[src/rtl/hazard_pkg.sv]
// Shared definitions for the multi-cycle hazard unit: FSM states, address defaults
// and a small constant helper used for sizing the stall down-counter.
package hazard_pkg;

    localparam int REG_AW_DEF = 5;
    localparam int X0_ADDR    = 0;

    typedef enum logic [1:0] {
        IDLE      = 2'd0,
        LOAD_WAIT = 2'd1,
        LONG_BUSY = 2'd2
    } hz_state_e;

    function automatic int max2(input int a, input int b);
        return (a > b) ? a : b;
    endfunction

endpackage

[src/rtl/hazard_unit_mc_if.sv]
// Pipeline-to-hazard-unit bundle: ID/EX and IF/ID hazard inputs plus the
// enable/bubble/flush controls returned to the pipeline registers.
interface hazard_unit_mc_if import hazard_pkg::*; #(
    parameter int REG_AW = REG_AW_DEF
) ();

    logic              MemRead_IDEX;
    logic              RegWrite_IDEX;
    logic              long_op_IDEX;
    logic [REG_AW-1:0] rd_IDEX;
    logic [REG_AW-1:0] rs1_IFID;
    logic [REG_AW-1:0] rs2_IFID;
    logic              rs1_used_IFID;
    logic              rs2_used_IFID;
    logic              branch_taken_EX;
    logic              PCWrite;
    logic              IFIDWrite;
    logic              IDEXWrite;
    logic              control_mux;
    logic              flush_IFID;
    logic              exmem_bubble;

    modport master (
        output MemRead_IDEX, RegWrite_IDEX, long_op_IDEX, rd_IDEX,
        output rs1_IFID, rs2_IFID, rs1_used_IFID, rs2_used_IFID, branch_taken_EX,
        input  PCWrite, IFIDWrite, IDEXWrite, control_mux, flush_IFID, exmem_bubble
    );

    modport slave (
        input  MemRead_IDEX, RegWrite_IDEX, long_op_IDEX, rd_IDEX,
        input  rs1_IFID, rs2_IFID, rs1_used_IFID, rs2_used_IFID, branch_taken_EX,
        output PCWrite, IFIDWrite, IDEXWrite, control_mux, flush_IFID, exmem_bubble
    );

endinterface

[src/rtl/hazard_stall_counter.sv]
// Loadable down-counter shared by the load-wait and long-op stall phases;
// "last" marks the final stalled cycle of the current phase.
module hazard_stall_counter #(
    parameter int CNT_W = 3
) (
    input  logic             clk,
    input  logic             rst,
    input  logic             load,
    input  logic [CNT_W-1:0] load_val,
    input  logic             dec,
    output logic             last
);

    logic [CNT_W-1:0] cnt_d;
    logic [CNT_W-1:0] cnt_q;

    // next count: a load wins over a decrement, and zero never underflows
    always_comb begin
        cnt_d = cnt_q;
        if (load) begin
            cnt_d = load_val;
        end else if (dec && (cnt_q != {CNT_W{1'b0}})) begin
            cnt_d = cnt_q - CNT_W'(1);
        end else begin
            cnt_d = cnt_q;
        end
    end

    // count register
    always_ff @(posedge clk) begin
        if (rst) begin
            cnt_q <= {CNT_W{1'b0}};
        end else begin
            cnt_q <= cnt_d;
        end
    end

    assign last = (cnt_q == CNT_W'(1));

endmodule

[src/rtl/hazard_unit_mc.sv]
// Stateful ID-stage hazard unit: multi-cycle load-use stalls, long EX ops that
// freeze the front end, taken-branch flush and a saturating stall counter.
module hazard_unit_mc import hazard_pkg::*; #(
    parameter int REG_AW     = REG_AW_DEF,
    parameter int LOAD_STALL = 1,
    parameter int LONG_LAT   = 4,
    parameter int STAT_W     = 16
) (
    input  logic              clk,
    input  logic              rst,
    hazard_unit_mc_if.slave   hz,
    output logic [STAT_W-1:0] stall_count
);

    localparam int                CNT_W     = $clog2(max2(LOAD_STALL, LONG_LAT)) + 1;
    localparam logic [CNT_W-1:0]  LOAD_INIT = CNT_W'(LOAD_STALL - 1);
    localparam logic [CNT_W-1:0]  LONG_INIT = CNT_W'(LONG_LAT - 1);
    localparam logic [REG_AW-1:0] X0        = REG_AW'(X0_ADDR);

    hz_state_e          state_d, state_q;
    logic [STAT_W-1:0]  stall_count_d, stall_count_q;
    logic [REG_AW-1:0]  rd_s;
    logic               lu_s;
    logic               cnt_load_s, cnt_dec_s, cnt_last_s;
    logic [CNT_W-1:0]   cnt_val_s;
    logic               pc_write_s, ifid_write_s, idex_write_s;
    logic               control_mux_s, flush_s, exmem_bubble_s;

    assign rd_s = hz.rd_IDEX;

    // load-use compare against both decoded sources; x0 never creates a dependency
    always_comb begin
        lu_s = 1'b0;
        if (hz.MemRead_IDEX && hz.RegWrite_IDEX && (rd_s != X0)) begin
            lu_s = (hz.rs1_used_IFID && (rd_s == hz.rs1_IFID)) ||
                   (hz.rs2_used_IFID && (rd_s == hz.rs2_IFID));
        end else begin
            lu_s = 1'b0;
        end
    end

    // next-state and pipeline controls, highest-priority condition first
    always_comb begin
        state_d        = state_q;
        cnt_load_s     = 1'b0;
        cnt_val_s      = {CNT_W{1'b0}};
        cnt_dec_s      = 1'b0;
        pc_write_s     = 1'b1;
        ifid_write_s   = 1'b1;
        idex_write_s   = 1'b1;
        control_mux_s  = 1'b0;
        flush_s        = 1'b0;
        exmem_bubble_s = 1'b0;
        if (rst) begin
            state_d = IDLE;
        end else begin
            case (state_q)
                LONG_BUSY: begin
                    // EX still owns the long op, so a redirect cannot originate there
                    pc_write_s     = 1'b0;
                    ifid_write_s   = 1'b0;
                    idex_write_s   = 1'b0;
                    exmem_bubble_s = 1'b1;
                    cnt_dec_s      = 1'b1;
                    state_d        = cnt_last_s ? IDLE : LONG_BUSY;
                end
                IDLE, LOAD_WAIT: begin
                    if (hz.branch_taken_EX) begin
                        flush_s       = 1'b1;
                        control_mux_s = 1'b1;
                        cnt_load_s    = 1'b1;
                        cnt_val_s     = {CNT_W{1'b0}};
                        state_d       = IDLE;
                    end else if (state_q == LOAD_WAIT) begin
                        pc_write_s    = 1'b0;
                        ifid_write_s  = 1'b0;
                        control_mux_s = 1'b1;
                        cnt_dec_s     = 1'b1;
                        state_d       = cnt_last_s ? IDLE : LOAD_WAIT;
                    end else if (lu_s) begin
                        pc_write_s    = 1'b0;
                        ifid_write_s  = 1'b0;
                        control_mux_s = 1'b1;
                        if (LOAD_STALL > 1) begin
                            cnt_load_s = 1'b1;
                            cnt_val_s  = LOAD_INIT;
                            state_d    = LOAD_WAIT;
                        end else begin
                            state_d = IDLE;
                        end
                    end else if (hz.long_op_IDEX) begin
                        cnt_load_s = 1'b1;
                        cnt_val_s  = LONG_INIT;
                        state_d    = LONG_BUSY;
                    end else begin
                        state_d = IDLE;
                    end
                end
                default: begin
                    state_d = IDLE;
                end
            endcase
        end
    end

    // saturating count of cycles with the PC frozen
    always_comb begin
        stall_count_d = stall_count_q;
        if (!pc_write_s && (stall_count_q != {STAT_W{1'b1}})) begin
            stall_count_d = stall_count_q + STAT_W'(1);
        end else begin
            stall_count_d = stall_count_q;
        end
    end

    // FSM and statistics registers
    always_ff @(posedge clk) begin
        if (rst) begin
            state_q       <= IDLE;
            stall_count_q <= {STAT_W{1'b0}};
        end else begin
            state_q       <= state_d;
            stall_count_q <= stall_count_d;
        end
    end

    hazard_stall_counter #(
        .CNT_W (CNT_W)
    ) u_stall_counter (
        .clk      (clk),
        .rst      (rst),
        .load     (cnt_load_s),
        .load_val (cnt_val_s),
        .dec      (cnt_dec_s),
        .last     (cnt_last_s)
    );

    assign hz.PCWrite      = pc_write_s;
    assign hz.IFIDWrite    = ifid_write_s;
    assign hz.IDEXWrite    = idex_write_s;
    assign hz.control_mux  = control_mux_s;
    assign hz.flush_IFID   = flush_s;
    assign hz.exmem_bubble = exmem_bubble_s;
    assign stall_count     = stall_count_q;

endmodule

[src/flat_wrapper.sv]
// flat-port wrapper written by rule: the top's interface ports become plain ports
module hazard_unit_mc_flat import hazard_pkg::*;
#(
    parameter int REG_AW     = REG_AW_DEF,
    parameter int LOAD_STALL = 1,
    parameter int LONG_LAT   = 4,
    parameter int STAT_W     = 16
)
  (clk, rst, stall_count, hz_MemRead_IDEX, hz_RegWrite_IDEX, hz_long_op_IDEX, hz_rd_IDEX, hz_rs1_IFID, hz_rs2_IFID, hz_rs1_used_IFID, hz_rs2_used_IFID, hz_branch_taken_EX, hz_PCWrite, hz_IFIDWrite, hz_IDEXWrite, hz_control_mux, hz_flush_IFID, hz_exmem_bubble);
  hazard_unit_mc_if #(.REG_AW(REG_AW)) hz_i ();
  input  logic clk;
  input  logic rst;
  output logic [STAT_W-1:0] stall_count;
  input wire logic [$bits(hz_i.MemRead_IDEX)-1:0] hz_MemRead_IDEX;
  input wire logic [$bits(hz_i.RegWrite_IDEX)-1:0] hz_RegWrite_IDEX;
  input wire logic [$bits(hz_i.long_op_IDEX)-1:0] hz_long_op_IDEX;
  input wire logic [$bits(hz_i.rd_IDEX)-1:0] hz_rd_IDEX;
  input wire logic [$bits(hz_i.rs1_IFID)-1:0] hz_rs1_IFID;
  input wire logic [$bits(hz_i.rs2_IFID)-1:0] hz_rs2_IFID;
  input wire logic [$bits(hz_i.rs1_used_IFID)-1:0] hz_rs1_used_IFID;
  input wire logic [$bits(hz_i.rs2_used_IFID)-1:0] hz_rs2_used_IFID;
  input wire logic [$bits(hz_i.branch_taken_EX)-1:0] hz_branch_taken_EX;
  output wire logic [$bits(hz_i.PCWrite)-1:0] hz_PCWrite;
  output wire logic [$bits(hz_i.IFIDWrite)-1:0] hz_IFIDWrite;
  output wire logic [$bits(hz_i.IDEXWrite)-1:0] hz_IDEXWrite;
  output wire logic [$bits(hz_i.control_mux)-1:0] hz_control_mux;
  output wire logic [$bits(hz_i.flush_IFID)-1:0] hz_flush_IFID;
  output wire logic [$bits(hz_i.exmem_bubble)-1:0] hz_exmem_bubble;
  assign hz_i.MemRead_IDEX = hz_MemRead_IDEX;
  assign hz_i.RegWrite_IDEX = hz_RegWrite_IDEX;
  assign hz_i.long_op_IDEX = hz_long_op_IDEX;
  assign hz_i.rd_IDEX = hz_rd_IDEX;
  assign hz_i.rs1_IFID = hz_rs1_IFID;
  assign hz_i.rs2_IFID = hz_rs2_IFID;
  assign hz_i.rs1_used_IFID = hz_rs1_used_IFID;
  assign hz_i.rs2_used_IFID = hz_rs2_used_IFID;
  assign hz_i.branch_taken_EX = hz_branch_taken_EX;
  assign hz_PCWrite = hz_i.PCWrite;
  assign hz_IFIDWrite = hz_i.IFIDWrite;
  assign hz_IDEXWrite = hz_i.IDEXWrite;
  assign hz_control_mux = hz_i.control_mux;
  assign hz_flush_IFID = hz_i.flush_IFID;
  assign hz_exmem_bubble = hz_i.exmem_bubble;
  hazard_unit_mc #(.REG_AW(REG_AW), .LOAD_STALL(LOAD_STALL), .LONG_LAT(LONG_LAT), .STAT_W(STAT_W)) u_core (.clk(clk), .rst(rst), .hz(hz_i), .stall_count(stall_count));
endmodule
[config.mk]
export PLATFORM = sky130hd
export DESIGN_NAME = hazard_unit_mc_flat
export DESIGN_NICKNAME = d
export VERILOG_FILES = /design/src/rtl/hazard_pkg.sv /design/src/rtl/hazard_unit_mc_if.sv /design/src/rtl/hazard_stall_counter.sv /design/src/rtl/hazard_unit_mc.sv /design/src/flat_wrapper.sv
export SDC_FILE = /design/constraint.sdc
export NUM_CORES = 1
export LEC_CHECK = 0
export BUFFER_PORTS_ARGS = -buffer_cell sky130_fd_sc_hd__buf_4
export CORE_MARGIN = 2
export CORE_UTILIZATION = 40
export DETAILED_ROUTE_END_ITERATION = 8
export PLACE_DENSITY = 0.66
export SETUP_SLACK_MARGIN = 0.2
export SLEW_MARGIN = 0
export SYNTH_ARGS = -nofsm -noshare
export SYNTH_HDL_FRONTEND = slang
export SYNTH_HIERARCHICAL = 1
export SYNTH_SLANG_ARGS = --single-unit
[constraint.sdc]
create_clock -name clk -period 5.25 [get_ports clk]
set_input_delay 0.525 -clock clk [delete_from_list [all_inputs] [get_ports clk]]
set_output_delay 0.525 -clock clk [all_outputs]
set_load 0.01 [all_outputs]
==> impl_metrics.json, run 1 <==
{
  "outcome": "finished clean",
  "cts_buffers": 3,
  "worst_pin_slew_ns": 0.759,
  "clockPowerShare_pct": 25.2,
  "layout-drive-gt1-share_pct": 29.5,
  "wirelength_um": 3200,
  "internal-power_mw": 0.224,
  "place_congestion": 0.758,
  "drv_cap": 0,
  "antenna_found_initial": 0,
  "crit_top_cell": "buf_4",
  "seqPwrFrac_pct": 54.0,
  "synth.distinct_cells": 47,
  "p_sw_mw": 0.0824,
  "cts_tree": "done",
  "netlist_area_mm2": 0.00135,
  "syn_avg_cell_area_um2": 8.58,
  "relSlewSlack_pct": 49.2,
  "grt_first_pass_wirelength_um": 4990,
  "synth_area_leaders": "dfxtp_1, xnor2_1, nand3_1",
  "crit_path_max_incr_delay_ns": 0.53,
  "power_frac_comb_pct": 20.8,
  "ys_seq_area_share_pct": 31.2,
  "max_freq_ghz": 0.396,
  "core-area_mm2": 0.00328,
  "viasPerCell": 5.48,
  "crit_arrival_ns": 2.00,
  "drv_slew": 0,
  "ios": 45,
  "post_cts_buffers": 0,
  "clkTransAtPathRegs_ns": 0.11,
  "ys_seq_elements": 21,
  "p_leak_nw": 0.673,
  "sw_frac_of_total_pct": 26.9,
  "hold_viol_final": 0,
  "min_period_ns": 2.52,
  "ant_nets": 0,
  "grt_max_degree": 33,
  "dr_total_vias": 1349,
  "dpl.hpwl_um": 2470,
  "die-area_mm2": 0.00385,
  "yosys.area.top_type_share_pct": 31.2,
  "io_buffers": 44,
  "fin_worst_skew_ns": 0.0126,
  "hold_path_class": "reg -> reg",
  "met2_length_um": 1600,
  "crit_fanout": 32,
  "synthFlopType": "dfxtp_1",
  "clock_latency_ns": 0.30,
  "critical_path_class": "in -> out",
  "yosysTopAreaCell": "dfxtp_1",
  "cts_root_buffer": "clkbuf_4",
  "timing.hold.ws_ns": 0.511,
  "h-tree-depth": 1,
  "clockBufferDepth": 2,
  "routed.top_layer": "met4",
  "finalCritPeriodShare_pct": 48.1,
  "fp.dieW_um": 62.0,
  "rsz0062_at_grt": "no",
  "syn-num-nets": 184,
  "slowest_stage": "or4_1",
  "cp_cell_sequence": "buf_4, or4_1, o211ai_2, nor2_1, a21oi_2, buf_4, buf_4",
  "cp_data_required_time_ns": 4.72,
  "cp-start-kind": "primary input",
  "start_util_pct": 41.0,
  "firstDrtPassIters": 4,
  "wl_met1_um": 1440,
  "finalSetupTns_ns": 0,
  "wl_met3_um": 122,
  "gr-total-overflow": 0,
  "end_kind": "output port",
  "postCtsHoldBufs": 0,
  "wl_per_cell_um": 13.0,
  "p_per_area_mw_per_mm2": 178,
  "finalSetupViolations": 0,
  "drtIter0Drc": 47,
  "first_global_vias": 1149,
  "grt_usage_pct": 17.2,
  "nets": 228,
  "cts.repair.resized": 0,
  "die_y_um": 62.0,
  "synth-async-reset-ratio_pct": 0,
  "clock-sinks": 21,
  "drcViolationCount": 0,
  "ys_warn_count": 6,
  "num_rows": 21,
  "antenna_cells": 0,
  "vdd_drop_max_mv": 0.0789,
  "syn_inst": 157,
  "synth_edf_count": 0,
  "area_growth_pct": 28.2
}
[cells by family (layout without fill, tap and decap cells)]
group,Yosys count,in the layout,synth area share [%]
other,1,1,0.279
xor gates and xnor gates,10,10,6.51
AOI/OAI and AO/OA,41,41,23.9
adders and majority gates,4,4,3.72
DFF,21,21,31.2
and+or+nand+nor,64,64,27.1
buffers and inverters,14,57,5.67
muxes,2,2,1.58
[cell usage after synthesis (2+ instances only)]
library cell and count:
xnor2_1 10, buf_6 2, or3_1 5, and3_1 7, clkbuf_1 2, dfxtp_1 21
o21ai_0 3, inv_1 6, ha_1 4, o31ai_1 6, nand2_1 11, nor2_1 6
nor2b_1 2, o311ai_0 6, nand4_1 2, o41ai_1 4, buf_4 2, a21oi_2 2
nand3_1 11, nor3_1 5, or4_1 6, a21oi_1 9
[metal layers]
metal,vias to the layer above,global-route usage [%]
li1,683,-
met1,626,22.4
met2,38,29.8
met3,2,1.24
met4,0,6.38
met5,-,0
[critical path, delay by kind of cell]
| family | cells | cell delay, ns |
|---|---|---|
| simple gates | 2 | 0.60 |
| buf+inv | 3 | 0.58 |
| compound gates | 2 | 0.28 |
[layout by cell type (no fill, tap or decap), drive strengths merged, types with 5 or more instances in the layout]
cell | netlist | routed
a21oi | 11 | 11
and3 | 7 | 7
buf | 5 | 46
dfxtp | 21 | 21
inv | 7 | 7
nand2 | 11 | 11
nand3 | 11 | 11
nor2 | 6 | 6
nor3 | 5 | 5
o311ai | 6 | 6
o31ai | 6 | 6
or3 | 5 | 5
or4 | 6 | 6
xnor2 | 10 | 10
[registers in the layout, summed over array words and instances, names as in the netlist]
name	flops
u_core/state_q	2
u_core/stall_count	16
u_core/u_stall_counter/cnt_q	3
[final timing paths]
| kind | start | endpoint | slack (ns) | cells after the start |
|---|---|---|---|---|
| max reg2reg | u_core/stall_count[3]$_SDFFE_PP0P_ | u_core/stall_count[4]$_SDFFE_PP0P_ | 2.94 | 7 |
| max | hz_rd_IDEX[1] | hz_PCWrite | 2.73 | 7 |
| min reg2reg | u_core/state_q[0]$_SDFF_PP0_ | u_core/state_q[0]$_SDFF_PP0_ | 0.51 | 2 |
| min | u_core/state_q[0]$_SDFF_PP0_ | u_core/state_q[0]$_SDFF_PP0_ | 0.51 | 2 |
[power by group through the flow]
stage	clock network (mW)	logic, mW	registers (mW)
2_1_floorplan	0	0.0383	0.169
3_3_place_gp	0	0.0624	0.169
3_5_place_dp	0	0.0640	0.169
4_1_cts	0.0817	0.0643	0.166
5_1_grt	0.0892	0.0703	0.166
6_report	0.0774	0.0638	0.166
[through the flow]
step                total power [mW]  util, %  worst slack, ns  instance area [µm²]  cells
floorplan                      0.207        -             2.86                 1350    157
global placement               0.231     51.7             2.63                 1700    242
detailed placement             0.233     51.7             2.61                 1700    242
CTS                            0.312     52.5             2.71                 1730    246
global route                   0.326     52.5             2.62                 1730    246
finish                         0.307     52.5             2.73                 1730    246
[layout make-up]
class / instances / area, µm²
multi-input cells: 122 / 850
well taps: 46 / 57.6
flip-flops and latches: 21 / 420
repair buffers: 46 / 345
fillers: 319 / 1560
inverters: 7 / 26.3
clock buffers: 4 / 26.3
(Power assumes the default switching activity.)
==> run 2: changes to the inputs <==
Settings changed: PLACE_DENSITY 0.66 to 0.68.
Clock period 5.25 ns to 2.05 ns, I/O delays scaled along.
==> impl_metrics.json, run 2 (synthesized netlist as in run 1, its figures left out) <==
{
  "outcome": "finished clean",
  "postCtsHoldBufs": 0,
  "clock-sinks": 21,
  "fillers": 280,
  "hold_viol_final": 0,
  "largest_reg_flops": 16,
  "cts_buffers": 3,
  "cp_data_required_time_ns": 1.85,
  "start_util_pct": 41.0,
  "crit_fanout": 2,
  "dpl.hpwl_um": 2690,
  "hold_path_class": "in -> reg",
  "rsz0062_at_grt": "yes",
  "clock_latency_ns": 0.30,
  "viasPerCell": 5.66,
  "place_congestion": 0.772,
  "end_kind": "output port",
  "final_cells": 259,
  "fp.dieW_um": 62.0,
  "area_growth_pct": 48.9,
  "wl_met3_um": 228,
  "drcViolationCount": 0,
  "final_common_cell": "buf_4",
  "max_freq_ghz": 0.522,
  "fin_worst_skew_ns": 0.00233,
  "grt_usage_pct": 19.4,
  "routed.top_layer": "met4",
  "post-route-util_pct": 61.0,
  "cts_tree": "done",
  "first_global_vias": 1271,
  "met2_length_um": 1990,
  "ant_nets": 0,
  "drv_slew": 0,
  "ios": 45,
  "layout-drive-gt1-share_pct": 44.6,
  "clkTransAtPathRegs_ns": 0.12,
  "critical_path_class": "in -> out",
  "crit_arrival_ns": 1.71,
  "wl_met1_um": 1500,
  "die-area_mm2": 0.00385,
  "layout_common_cells": "buf_4, dfxtp_1, nand3_1, xnor2_1, nand2_1",
  "cp-start-kind": "primary input",
  "min_period_ns": 1.91,
  "die_y_um": 62.0,
  "io_buffers": 44,
  "drv_cap": 0,
  "grt_first_pass_wirelength_um": 5690,
  "p_per_area_mw_per_mm2": 421,
  "wirelength_um": 3750,
  "clockBufferDepth": 2,
  "nets": 241,
  "p_leak_nw": 0.809,
  "vdd_drop_max_mv": 0.242,
  "grt_max_degree": 26,
  "finalSetupViolations": 0,
  "gr-total-overflow": 0,
  "firstDrtPassIters": 4,
  "wl_per_cell_um": 14.5,
  "cts_root_buffer": "clkbuf_4",
  "antenna_cells": 0,
  "drtIter0Drc": 65,
  "num_rows": 21,
  "finalCritPeriodShare_pct": 93.4,
  "antenna_found_initial": 0,
  "h-tree-depth": 1,
  "dr_total_vias": 1465,
  "placedCellCount": 249,
  "core-area_mm2": 0.00328
}
[run 2: changes by cell type in the layout (fill, tap and decap cells not counted), moves of 3 or more]
cell,change
buf_4,+5
buf_6,+3
dfxtp_1,-9
dfxtp_2,+8
[run 2: report_power, final]
part           leakage [nW]  switching [mW]  internal [mW]
Combinational         0.619          0.0933          0.119
Clock                0.0150           0.131         0.0758
Sequential            0.175         0.00881          0.416
[run 2: final timing paths]
path	from	end	slack (ns)	cells past startpoint
worst max-delay path	hz_rd_IDEX[1]	hz_control_mux	0.14	7
worst min-delay path	rst	u_core/state_q[0]$_SDFF_PP0_	0.20	3
worst max register to register	u_core/state_q[0]$_SDFF_PP0_	u_core/stall_count[5]$_SDFFE_PP0P_	0.16	7
worst min register to register	u_core/stall_count[4]$_SDFFE_PP0P_	u_core/stall_count[4]$_SDFFE_PP0P_	0.49	1
[run 2: stage by stage]
step                      power [mW]  area [µm²]  setup WS, ns  setup TNS (ns)  hold slack [ns]
after global placement         0.608        1810       -0.0433         -0.0730            0.471
after detailed placement       0.616        1810        -0.128          -0.298            0.496
after global routing           0.882        2000        0.0976               0            0.196
after floorplan                0.534        1380        0.0967               0            0.284
after CTS                      0.846        1950        0.0894               0            0.192
final                          0.844        2000         0.136               0            0.199
[run 2: timing repair]
item | in CTS | in global routing
buffers inserted | 2 | 2
pin swaps | 4 | 5
endpoints found under the setup margin | 10 | 21
gates cloned | 2 | 0
resized for setup | 10 | 16
[run 2: final cells by class]
cell class                      instances  area [µm²]  area share [%]
Tap cell                               46        57.6            2.87
Timing Repair Buffer                   59         537            26.8
Sequential cell                        21         434            21.7
Clock buffer                            4        26.3            1.31
Inverter                                7        26.3            1.31
Multi-Input combinational cell        122         923            46.1
[run 2: layer usage]
| metal | vias to the layer above | GRT usage, % |
|---|---|---|
| li1 | 711 | - |
| met1 | 688 | 25.1 |
| met2 | 62 | 34.5 |
| met3 | 4 | 1.66 |
| met4 | 0 | 5.17 |
| met5 | - | 0 |
[run 2: worst max-delay path, cell delays in order]
cell and delay, ns:
buf_8 0.09, or4_4 0.52, o211ai_2 0.17, and2b_1 0.22, buf_4 0.14, o31a_1 0.23
buf_4 0.14
==> run 3: changes to the inputs <==
Settings changed: PLACE_DENSITY 0.68 to 0.69, SETUP_SLACK_MARGIN 0.2 to 0.3, SYNTH_HIERARCHICAL 1 to default.
==> impl_metrics.json, run 3 <==
{
  "synth.most_common_cell": "dfxtp_1",
  "yosysTopAreaCell": "dfxtp_1",
  "wirelength_um": 3540,
  "area_growth_pct": 49.6,
  "gr-total-overflow": 0,
  "crit_fanout": 5,
  "ios": 45,
  "grt_usage_pct": 19.1,
  "clock_latency_ns": 0.29,
  "p_per_area_mw_per_mm2": 405,
  "whs_path_depth": 2,
  "outcome": "finished clean",
  "p_leak_nw": 0.762,
  "final_common_cell": "buf_4",
  "h-tree-depth": 1,
  "antenna_cells": 0,
  "core-area_mm2": 0.00308,
  "num_rows": 20,
  "drv_cap": 0,
  "nets": 238,
  "hold_path_class": "in -> reg",
  "die-area_mm2": 0.00372,
  "drv_slew": 0,
  "dpl.hpwl_um": 2580,
  "clockBufferDepth": 2,
  "io_buffers": 44,
  "cts_root_buffer": "clkbuf_4",
  "die_y_um": 61.0,
  "ys_seq_area_share_pct": 32.3,
  "dr_total_vias": 1381,
  "netlist_area_mm2": 0.00130,
  "drtIter0Drc": 49,
  "finalCritPeriodShare_pct": 97.0,
  "cp-start-kind": "flip-flop",
  "post-route-util_pct": 63.2,
  "cts_buffers": 3,
  "ant_nets": 0,
  "rr_worst_depth": 7,
  "synth_area_leaders": "dfxtp_1, xnor2_1, a21oi_1",
  "clkTransAtPathRegs_ns": 0.12,
  "largest_reg_flops": 16,
  "hold_viol_final": 0,
  "synth_edf_count": 0,
  "cp_data_required_time_ns": 2.28,
  "finalSetupTns_ns": 0,
  "first_global_vias": 1341,
  "layout-drive-gt1-share_pct": 45.7,
  "syn-num-nets": 175,
  "firstDrtPassIters": 4,
  "synthFlopType": "dfxtp_1",
  "vdd_drop_max_mv": 0.260,
  "worst_pin_slew_ns": 0.645,
  "rsz0062_at_grt": "yes",
  "drcViolationCount": 0,
  "syn_inst": 148,
  "layout_common_cells": "buf_4, a21oi_1, xnor2_1, nand2_1, dfxtp_1",
  "start_util_pct": 42.2,
  "netlist_top_cells_count": "dfxtp_1, a21oi_1, nand2_1, xnor2_1, nand3_1",
  "place_congestion": 0.858,
  "wl_per_cell_um": 13.9,
  "fp.dieW_um": 61.0,
  "grt_first_pass_wirelength_um": 5510,
  "grt_max_degree": 19,
  "max_freq_ghz": 0.503,
  "fin_worst_skew_ns": 0.00380,
  "synth-async-reset-ratio_pct": 0,
  "yosys.area.top_type_share_pct": 32.3,
  "ys_warn_count": 0,
  "min_period_ns": 1.99,
  "syn_avg_cell_area_um2": 8.78,
  "viasPerCell": 5.44,
  "antenna_found_initial": 0,
  "clock-sinks": 21,
  "relSlewSlack_pct": 56.9,
  "cts_tree": "done",
  "finalSetupViolations": 0,
  "synth.distinct_cells": 46,
  "critical_path_class": "reg -> reg",
  "crit_arrival_ns": 2.22,
  "ys_seq_elements": 21,
  "end_kind": "flip-flop"
}
## run 3: cell count changes in the layout (fill, tap and decap cells not counted), sizes merged, moves of 2 or more
cell | before | now
o311a | 0 | 2
xnor2 | 10 | 12
or4b | 0 | 4
buf | 57 | 63
o311ai | 6 | 1
clkinv | 0 | 2
nand4 | 2 | 5
or4 | 6 | 4
a21oi | 11 | 14
and3 | 7 | 1
nand3 | 11 | 8
nor3 | 5 | 1
and2b | 2 | 0
## run 3: repair_timing
action | CTS | global route
setup endpoints to repair | 17 | 18
setup buffers | 6 | 2
resized for setup | 8 | 11
pin swaps | 8 | 2
gates cloned | 1 | 0
hold buffers | 0 | 0
## run 3: final timing paths
kind / from / endpoint / slack [ns]
worst max-delay path: u_core.state_q[1]$_SDFF_PP0_ / u_core.stall_count[13]$_SDFFE_PP0P_ / 0.06
worst min-delay path: hz_branch_taken_EX / u_core.state_q[1]$_SDFF_PP0_ / 0.1
worst max register to register: u_core.state_q[1]$_SDFF_PP0_ / u_core.stall_count[13]$_SDFFE_PP0P_ / 0.06
worst min register to register: u_core.stall_count[13]$_SDFFE_PP0P_ / u_core.stall_count[13]$_SDFFE_PP0P_ / 0.50
## run 3: worst max-delay path, cell delays in order (launching register included)
cell,delay (ns)
dfxtp_4,0.37
or4b_4,0.49
nand2_2,0.09
and2_4,0.15
a31oi_4,0.05
buf_12,0.17
or4b_1,0.47
a21oi_1,0.14
## run 3: area by class of cell
class                   count  area [µm²]
flip-flops and latches     21         445
multi-input cells         113         861
clock buffers               3        22.5
repair buffers             64         526
clock inverters             1        5.00
inverters                   8        30.0
fillers                   268        1130
well taps                  44        55.1
## run 3: logic make-up after synthesis
kind of cell               count (synthesis)  synth area share (%)
muxes                                      2                  1.64
adders and majority gates                  4                  3.85
AOI/OAI and AO/OA                         38                  21.0
buffers and inverters                     14                  6.26
and+or+nand+nor                           56                  26.2
DFF                                       21                  32.3
xor gates and xnor gates                  13                  8.76
## run 3: per-stage QoR
stage | hold slack (ns) | instance area (µm²) | setup WS (ns) | power (mW) | instances
2_1_floorplan | 0.289 | 1330 | 0.172 | 0.511 | 148
3_3_place_gp | 0.406 | 1760 | 0.0577 | 0.579 | 241
3_5_place_dp | 0.410 | 1760 | 0.00304 | 0.584 | 241
4_1_cts | 0.0895 | 1890 | 0.0687 | 0.795 | 252
5_1_grt | 0.0632 | 1940 | -0.0128 | 0.834 | 254
6_report | 0.0973 | 1940 | 0.0612 | 0.788 | 254
## run 3: where the power goes
| part | total [mW] | switching, mW | internal (mW) |
|---|---|---|---|
| combinational | 0.177 | 0.0750 | 0.102 |
| clock | 0.194 | 0.121 | 0.0725 |
| sequential | 0.417 | 0.00601 | 0.411 |
## run 3: routing by layer
layer	vias up	part of all wire [%]	track usage, %
met5	-	0	0
met2	39	52	37.0
met4	0	0.82	5.59
met3	4	6.0	3.15
li1	681	-	-
met1	657	41	21.2
